--- src/rtl/c2f_consumer_pkg.sv ---
// rtl/c2f_consumer_pkg.sv - shared types and sizes for the C2F consumer
//
// Purpose: scalar typedefs, C2F ring geometry and the consumer FSM encoding.
// Ports: none (package).
package c2f_consumer_pkg;

    typedef logic [31:0] uint32;
    typedef logic [63:0] uint64;
    typedef logic [7:0]  ByteMask64;

    localparam int C2F_CHUNKSIZE  = 128;
    localparam int C2F_SIZE_NBITS = 12;
    localparam int C2F_NQWORDS    = C2F_CHUNKSIZE / 8;
    localparam int C2F_OFFSET_W   = $clog2(C2F_NQWORDS);
    localparam int C2F_INDEX_W    = C2F_SIZE_NBITS - 3 - C2F_OFFSET_W;

    typedef logic [C2F_INDEX_W-1:0]  C2FChunkIndex;
    typedef logic [C2F_OFFSET_W-1:0] C2FChunkOffset;

    typedef enum logic [2:0] {
        ST_IDLE,
        ST_READ,
        ST_DRAIN,
        ST_DELAY,
        ST_ACK
    } c2f_state_t;

endpackage

--- src/rtl/c2f_consumer.sv ---
// rtl/c2f_consumer.sv - drains C2F chunks into a running 64-bit checksum
//
// Purpose: whenever wrIndex != rdIndex, reads every qword of the chunk at
// rdIndex from the synchronous-read C2F RAM, adds it into csData, waits
// countInit throttle cycles and pulses dtAck so the parent advances rdIndex.
// Ports:
//   sysClk, sysRst_n : clock, asynchronous active-low reset
//   wrIndex, rdIndex : producer / consumer chunk pointers
//   dtAck            : one-cycle pulse, chunk at rdIndex consumed
//   rdOffset, rdData : RAM read address (qword in chunk) and data (1-cycle latency)
//   csData, csValid  : running checksum and "idle with nothing pending"
//   csReset          : synchronous checksum clear
//   countInit        : throttle cycles inserted per chunk
module c2f_consumer
    import c2f_consumer_pkg::*;
(
    input  logic          sysClk,
    input  logic          sysRst_n,
    input  C2FChunkIndex  wrIndex,
    input  C2FChunkIndex  rdIndex,
    output logic          dtAck,
    output C2FChunkOffset rdOffset,
    input  uint64         rdData,
    output uint64         csData,
    output logic          csValid,
    input  logic          csReset,
    input  uint32         countInit
);

    localparam C2FChunkOffset LAST_OFFSET = C2FChunkOffset'(C2F_NQWORDS - 1);

    c2f_state_t    state;
    c2f_state_t    state_nxt;
    C2FChunkOffset offset;
    logic          rd_valid;
    uint32         count;

    always_ff @(posedge sysClk or negedge sysRst_n) begin
        if (!sysRst_n) begin
            state <= ST_IDLE;
        end else begin
            state <= state_nxt;
        end
    end

    always_comb begin
        state_nxt = state;
        case (state)
            ST_IDLE:  if (wrIndex != rdIndex) state_nxt = ST_READ;
            ST_READ:  if (offset == LAST_OFFSET) state_nxt = ST_DRAIN;
            ST_DRAIN: state_nxt = (countInit == 32'd0) ? ST_ACK : ST_DELAY;
            // Counter holds the number of DELAY cycles still owed, this one included.
            ST_DELAY: if (count == 32'd1) state_nxt = ST_ACK;
            ST_ACK:   state_nxt = ST_IDLE;
            default:  state_nxt = ST_IDLE;
        endcase
    end

    always_ff @(posedge sysClk or negedge sysRst_n) begin
        if (!sysRst_n) begin
            offset   <= '0;
            rd_valid <= 1'b0;
            count    <= '0;
            csData   <= '0;
        end else begin
            // Offset walks 0..N-1 in READ and parks at 0 everywhere else.
            if (state == ST_READ && offset != LAST_OFFSET) begin
                offset <= offset + 1'b1;
            end else begin
                offset <= '0;
            end

            // A read issued this cycle returns data on the next one.
            rd_valid <= (state == ST_READ);

            if (state == ST_DRAIN) begin
                count <= countInit;
            end else if (state == ST_DELAY) begin
                count <= count - 32'd1;
            end

            // Clear wins over a coinciding accumulate; that qword is lost.
            if (csReset) begin
                csData <= '0;
            end else if (rd_valid) begin
                csData <= csData + rdData;
            end
        end
    end

    assign rdOffset = offset;
    assign dtAck    = (state == ST_ACK);
    assign csValid  = (state == ST_IDLE) && (wrIndex == rdIndex);

endmodule

--- config.mk ---
export PLATFORM = sky130hd
export DESIGN_NAME = c2f_consumer
export DESIGN_NICKNAME = d
export VERILOG_FILES = /design/src/rtl/c2f_consumer_pkg.sv /design/src/rtl/c2f_consumer.sv
export SDC_FILE = /design/constraint.sdc
export NUM_CORES = 1
export LEC_CHECK = 0
export ABC_CLOCK_PERIOD_IN_PS = 7700
export BUFFER_PORTS_ARGS = -buffer_cell sky130_fd_sc_hd__buf_2
export CORE_MARGIN = 4
export CORE_UTILIZATION = 60
export DETAILED_ROUTE_END_ITERATION = 10
export PLACE_DENSITY = 0.83
export SLEW_MARGIN = 20
export SYNTH_ARGS = -nofsm -noshare
export SYNTH_HDL_FRONTEND = slang
export SYNTH_SLANG_ARGS = --single-unit
--- constraint.sdc ---
create_clock -name sysClk -period 7.7 [get_ports sysClk]
set_input_delay 1.54 -clock sysClk [delete_from_list [all_inputs] [get_ports sysClk]]
set_output_delay 1.54 -clock sysClk [all_outputs]
set_load 0.01 [all_outputs]
# After elaboration in Yosys (flattened, before gate mapping)
# Cells that the tools add are included.
op_classes:
  add_sub_neg: 3
  eq_ne: 12
  n_mux: 10
  reduce_logical: 7
op_table:
  columns: ["operator", "n"]
  rows:
  - ["64-bit 2-to-1 mux", 2]
  - ["64-bit adder", 1]
  - ["32-bit 2-to-1 mux", 2]
  - ["32-bit by 1-bit equality test with 1-bit output (second input constant)", 1]
  - ["32-bit zero test", 1]
  - ["32-bit by 1-bit subtractor with 32-bit output (second input constant)", 1]
  - ["3-bit 2-to-1 mux", 4]
  - ["3-bit case mux with 4 select lines", 1]
  - ["3-bit by 2-bit equality test with 1-bit output (second input constant)", 2]
  - ["2-bit != test (second input constant)", 3]
  - ["5-bit equality test", 1]
  - ["5-bit != test", 1]
  - ["4-bit by 1-bit adder with 4-bit output (second input constant)", 1]
  - ["4-bit equality test (second input constant)", 1]
  - ["4-bit 2-to-1 mux", 1]
  - ["4-bit != test (second input constant)", 1]
  - ["2-bit nonzero test", 2]
  - ["3-bit by 1-bit equality test with 1-bit output (second input constant)", 1]
  - ["3-bit equality test (second input constant)", 1]
  - ["3-bit zero test", 1]
  - ["3-bit AND reduction", 1]
  - ["1-bit logical AND", 2]
word_totals:
  reg_bits: 104
  input_bits: 109
  output_inout_bits: 70
  elab_cells: 37

# Depth between registers and ports, before layout
depth:
  depth_word: 3
  depth_mapped: 13

# Worst setup path after synthesis
# Ideal clock, no wire load.
synth_path:
  path_type: "in2reg"
  start: "in rdData[0]"
  end: "reg csData[56]"
  setup_time_ps: 122
  arrival_ps: 3890
  slack_ps: 3688
  stages: 13
  path_cell_list: "ha_1 > inv_1 > fa_1 > nand2b_1 > a21oi_2 > o21bai_1 > a21oi_1 > o211ai_2 > a21oi_2 > nand3_2 > a311oi_1 > o21ai_1 > a32o_1"
synth_via:
  elab_chain_len: 3
synth_rtl:
  columns: ["item", "line", "source"]
  rows:
  - ["from (decl)", "c2f_consumer.sv:23", "input uint64 rdData,"]
  - ["64-bit adder", "c2f_consumer.sv:86", "csData <= csData + rdData;"]
  - ["64-bit 2-to-1 mux", "c2f_consumer.sv:85", "end else if (rd_valid) begin"]
  - ["64-bit 2-to-1 mux", "c2f_consumer.sv:83", "if (csReset) begin"]
  - ["to (signal assigned)", "c2f_consumer.sv:86", null]
  - ["to (decl)", "c2f_consumer.sv:24", "output uint64 csData,"]
# No other way between the ends. The select of a mux whose other input is x is not followed.
# A chain may end at the register's enable or synchronous reset.

# Worst setup path in the final report
# Same ends and word-level chain as after synthesis.

==> qor.txt <==
Worst vdd ir: 273.2 µV
Worst slew pin tran: 0.8153 ns
Crit path launch type: input pin
H-Tree Depth: 3
Most frequent cell after synthesis: dfrtp_1
Total Neg Setup Slack: 0 ns
Worst-path clk slew: 0.07 ns
EDFF count, synth: 0
Fin cells: 1385
Pwr Density: 359.5 nW/µm²
Final Hold Fails: 0
DR WL/cell: 17.27 µm
Clock Latency Late Sink: 0.37 ns
Initial antenna violation count: 1
P&R area growth vs syn: 13.19%
Tot GR Track Use: 28.14%
DIE WIDTH: 130.9 µm
Fill cells: 1185
Diodes inserted: 0
Worst EP arrival: 4.46 ns
Max_cap viols: 0
Clock buffer depth: 2
Clk root buf: clkbuf_16
Final period util: 54.70%
Slew Viols, Final: 0
Clock sinks: 104
CTS Hold Bufs: 0
Row Count: 44
DRT Pass-1 Iters: 5
Initial Utilization: 61.91%
Yosys top cell area share: 28.71%
CP required: 7.95 ns
I/O Buffers: 178
Post-CTS Repair Setup Buffers: 0
ANT nets after route: 0
Vias per cell: 6.305
Max Fclk: 237.4 MHz
Critical Path Sink Type: flip-flop
Synthesized flop and latch total: 104
Multi-input logic area: 6098 µm²
Die ar.: 17140 µm²
Most used flip-flop cell after synthesis: dfrtp_1
Max FO, Critical Path: 4
Yosys cell types: 87
Setup violators final: 0
Layout Skew: 0.009444 ns
DRC Markers: 0
Post_cts resized: 0
Setup CP Type: in -> reg
Slew headroom: 45.54%
GPL Wtd Cong: 0.9195
Cell count after synthesis: 1065
Largest net degree at the start of global routing: 68
Core region area: 14640 µm²
TritonCTS Buffers: 9
Pleak: 5.021 nW
IO Pins: 179
Syn avg cell area: 8.513 µm²
Vias: 8732
Final Routed Wirelength: 23.92 mm
Synth top area cells: dfrtp_1 (29%), ha_1 (9.1%), mux2i_1 (7.2%)
Unrepaired setup endpoints after global routing: false
Dpl cells: 1369
Iter 0 DRT Violations: 685
Die height: 130.9 µm
Warnings, synthesis: 0
Register area: 2606 µm²
Async SR Flop Fraction: 100.0%
First-pass GRT wire length: 39.25 mm
Min-delay worst type: reg -> reg
Synth area leader: dfrtp_1
Cell Area, Synth: 9066 µm²
Top cells by count, synth: dfrtp_1 (104), a21oi_1 (102), nor2_1 (95), nand2_1 (84), ha_1 (66)
Grt ovf: 0
Post-DP HPWL: 17.65 mm
Final Critical Period: 4.212 ns
Synthesized net count: 1241
Register area share after synthesis: 28.71%
Nets@finish: 1372
TritonCTS clock tree: built
Layout cells sized above 1: 20.73%
Status: finished, final reports clean
Vias in the first global route: 8220
[cells in the final DEF (no fill, tap or decap), types with 26 or more instances in the layout]
cell / synthesis / final
nand3_1: 31 / 31
nand2_1: 84 / 84
a21oi_1: 102 / 102
nor2_1: 95 / 95
mux2i_1: 65 / 65
dfrtp_1: 104 / 103
nand4_1: 26 / 26
xnor2_1: 38 / 38
o22ai_1: 33 / 33
a21o_1: 43 / 43
o21ai_0: 46 / 46
buf_2: 11 / 177
ha_1: 66 / 66
[final timing paths]
check	start	endpoint	slack, ns	cells after the start
max in group asynchronous	sysRst_n	rd_valid	5.24	2
min in group asynchronous	sysRst_n	csData[37]	1.19	1
hold / removal	csData[53]	csData[53]	0.51	1
hold reg to reg	csData[53]	csData[53]	0.51	1
setup reg to reg	csData[0]	csData[56]	4.34	13
setup / recovery	rdData[0]	csData[56]	3.49	14
[registers in the layout, indices dropped and copies added (netlist names)]
register  count
csData       64
rd_valid      1
count        32
rdOffset      4
state         3
[worst max-delay path, stage by stage]
cell	delay (ns)
buf_2	0.11
ha_1	0.20
inv_1	0.06
fa_1	0.40
nand2b_1	0.19
a21oi_2	0.21
o21bai_1	0.12
a21oi_1	0.28
o211ai_2	0.16
a21oi_2	0.27
nand3_2	0.14
a311oi_1	0.41
o21ai_1	0.10
a32o_1	0.27
[layout make-up]
cell class                      instances  share of cell area, %
Clock buffer                           10                  2.231
Tap cell                              184                  2.243
Clock inverter                          6                 0.7193
Inverter                               23                 0.8413
Timing Repair Buffer                  184                  9.144
Sequential cell                       104                  25.40
Multi-Input combinational cell        874                  59.42
[per-stage QoR]
step	power, mW	setup WS [ns]	utilization, %	cell area, µm²	hold WS, ns
after detailed placement	3.165	3.222	68.01	9960	0.4899
after CTS	3.673	3.544	70.08	10260	0.5061
after global placement	3.109	3.330	67.99	9957	0.4669
after floorplan	2.651	3.688	-	9066	0.4699
final	3.690	3.488	70.08	10260	0.5067
after global routing	4.008	3.269	70.08	10260	0.5243
[cell families (layout without fill, tap and decap cells)]
logic type               count (synthesis)  in the layout  share of synthesized area (%)
buffers and inverters                   87            223                          4.140
AND/OR/NAND/NOR                        346            346                          19.32
AO/OA/AOI/OAI                          339            339                          25.79
XOR/XNOR                                56             56                          5.410
multiplexers                            66             66                          7.301
adder cells (fa/ha/maj)                 67             67                          9.329
flip-flops                             104            104                          28.71
[metal layers]
metal / vias to the layer above / share of wire [%] / global-route usage, % / wire [µm]
met1: 4079 / 44 / 38.40 / 10630
met5: - / 0.054 / 0 / 13
li1: 4216 / - / - / -
met2: 369 / 46 / 44.40 / 10890
met3: 66 / 6.8 / 5.691 / 1615
met4: 2 / 3.2 / 10.34 / 775
[power by group]
part	internal [mW]	leakage (nW)	switching [mW]	total, mW
Clock	0.258	0.148	0.234	0.492
Combinational	0.923	3.51	1.29	2.21
Sequential	0.760	1.37	0.228	0.987
Total	1.94	5.02	1.75	3.69
Note: power is estimated with default switching activity, not from simulation.
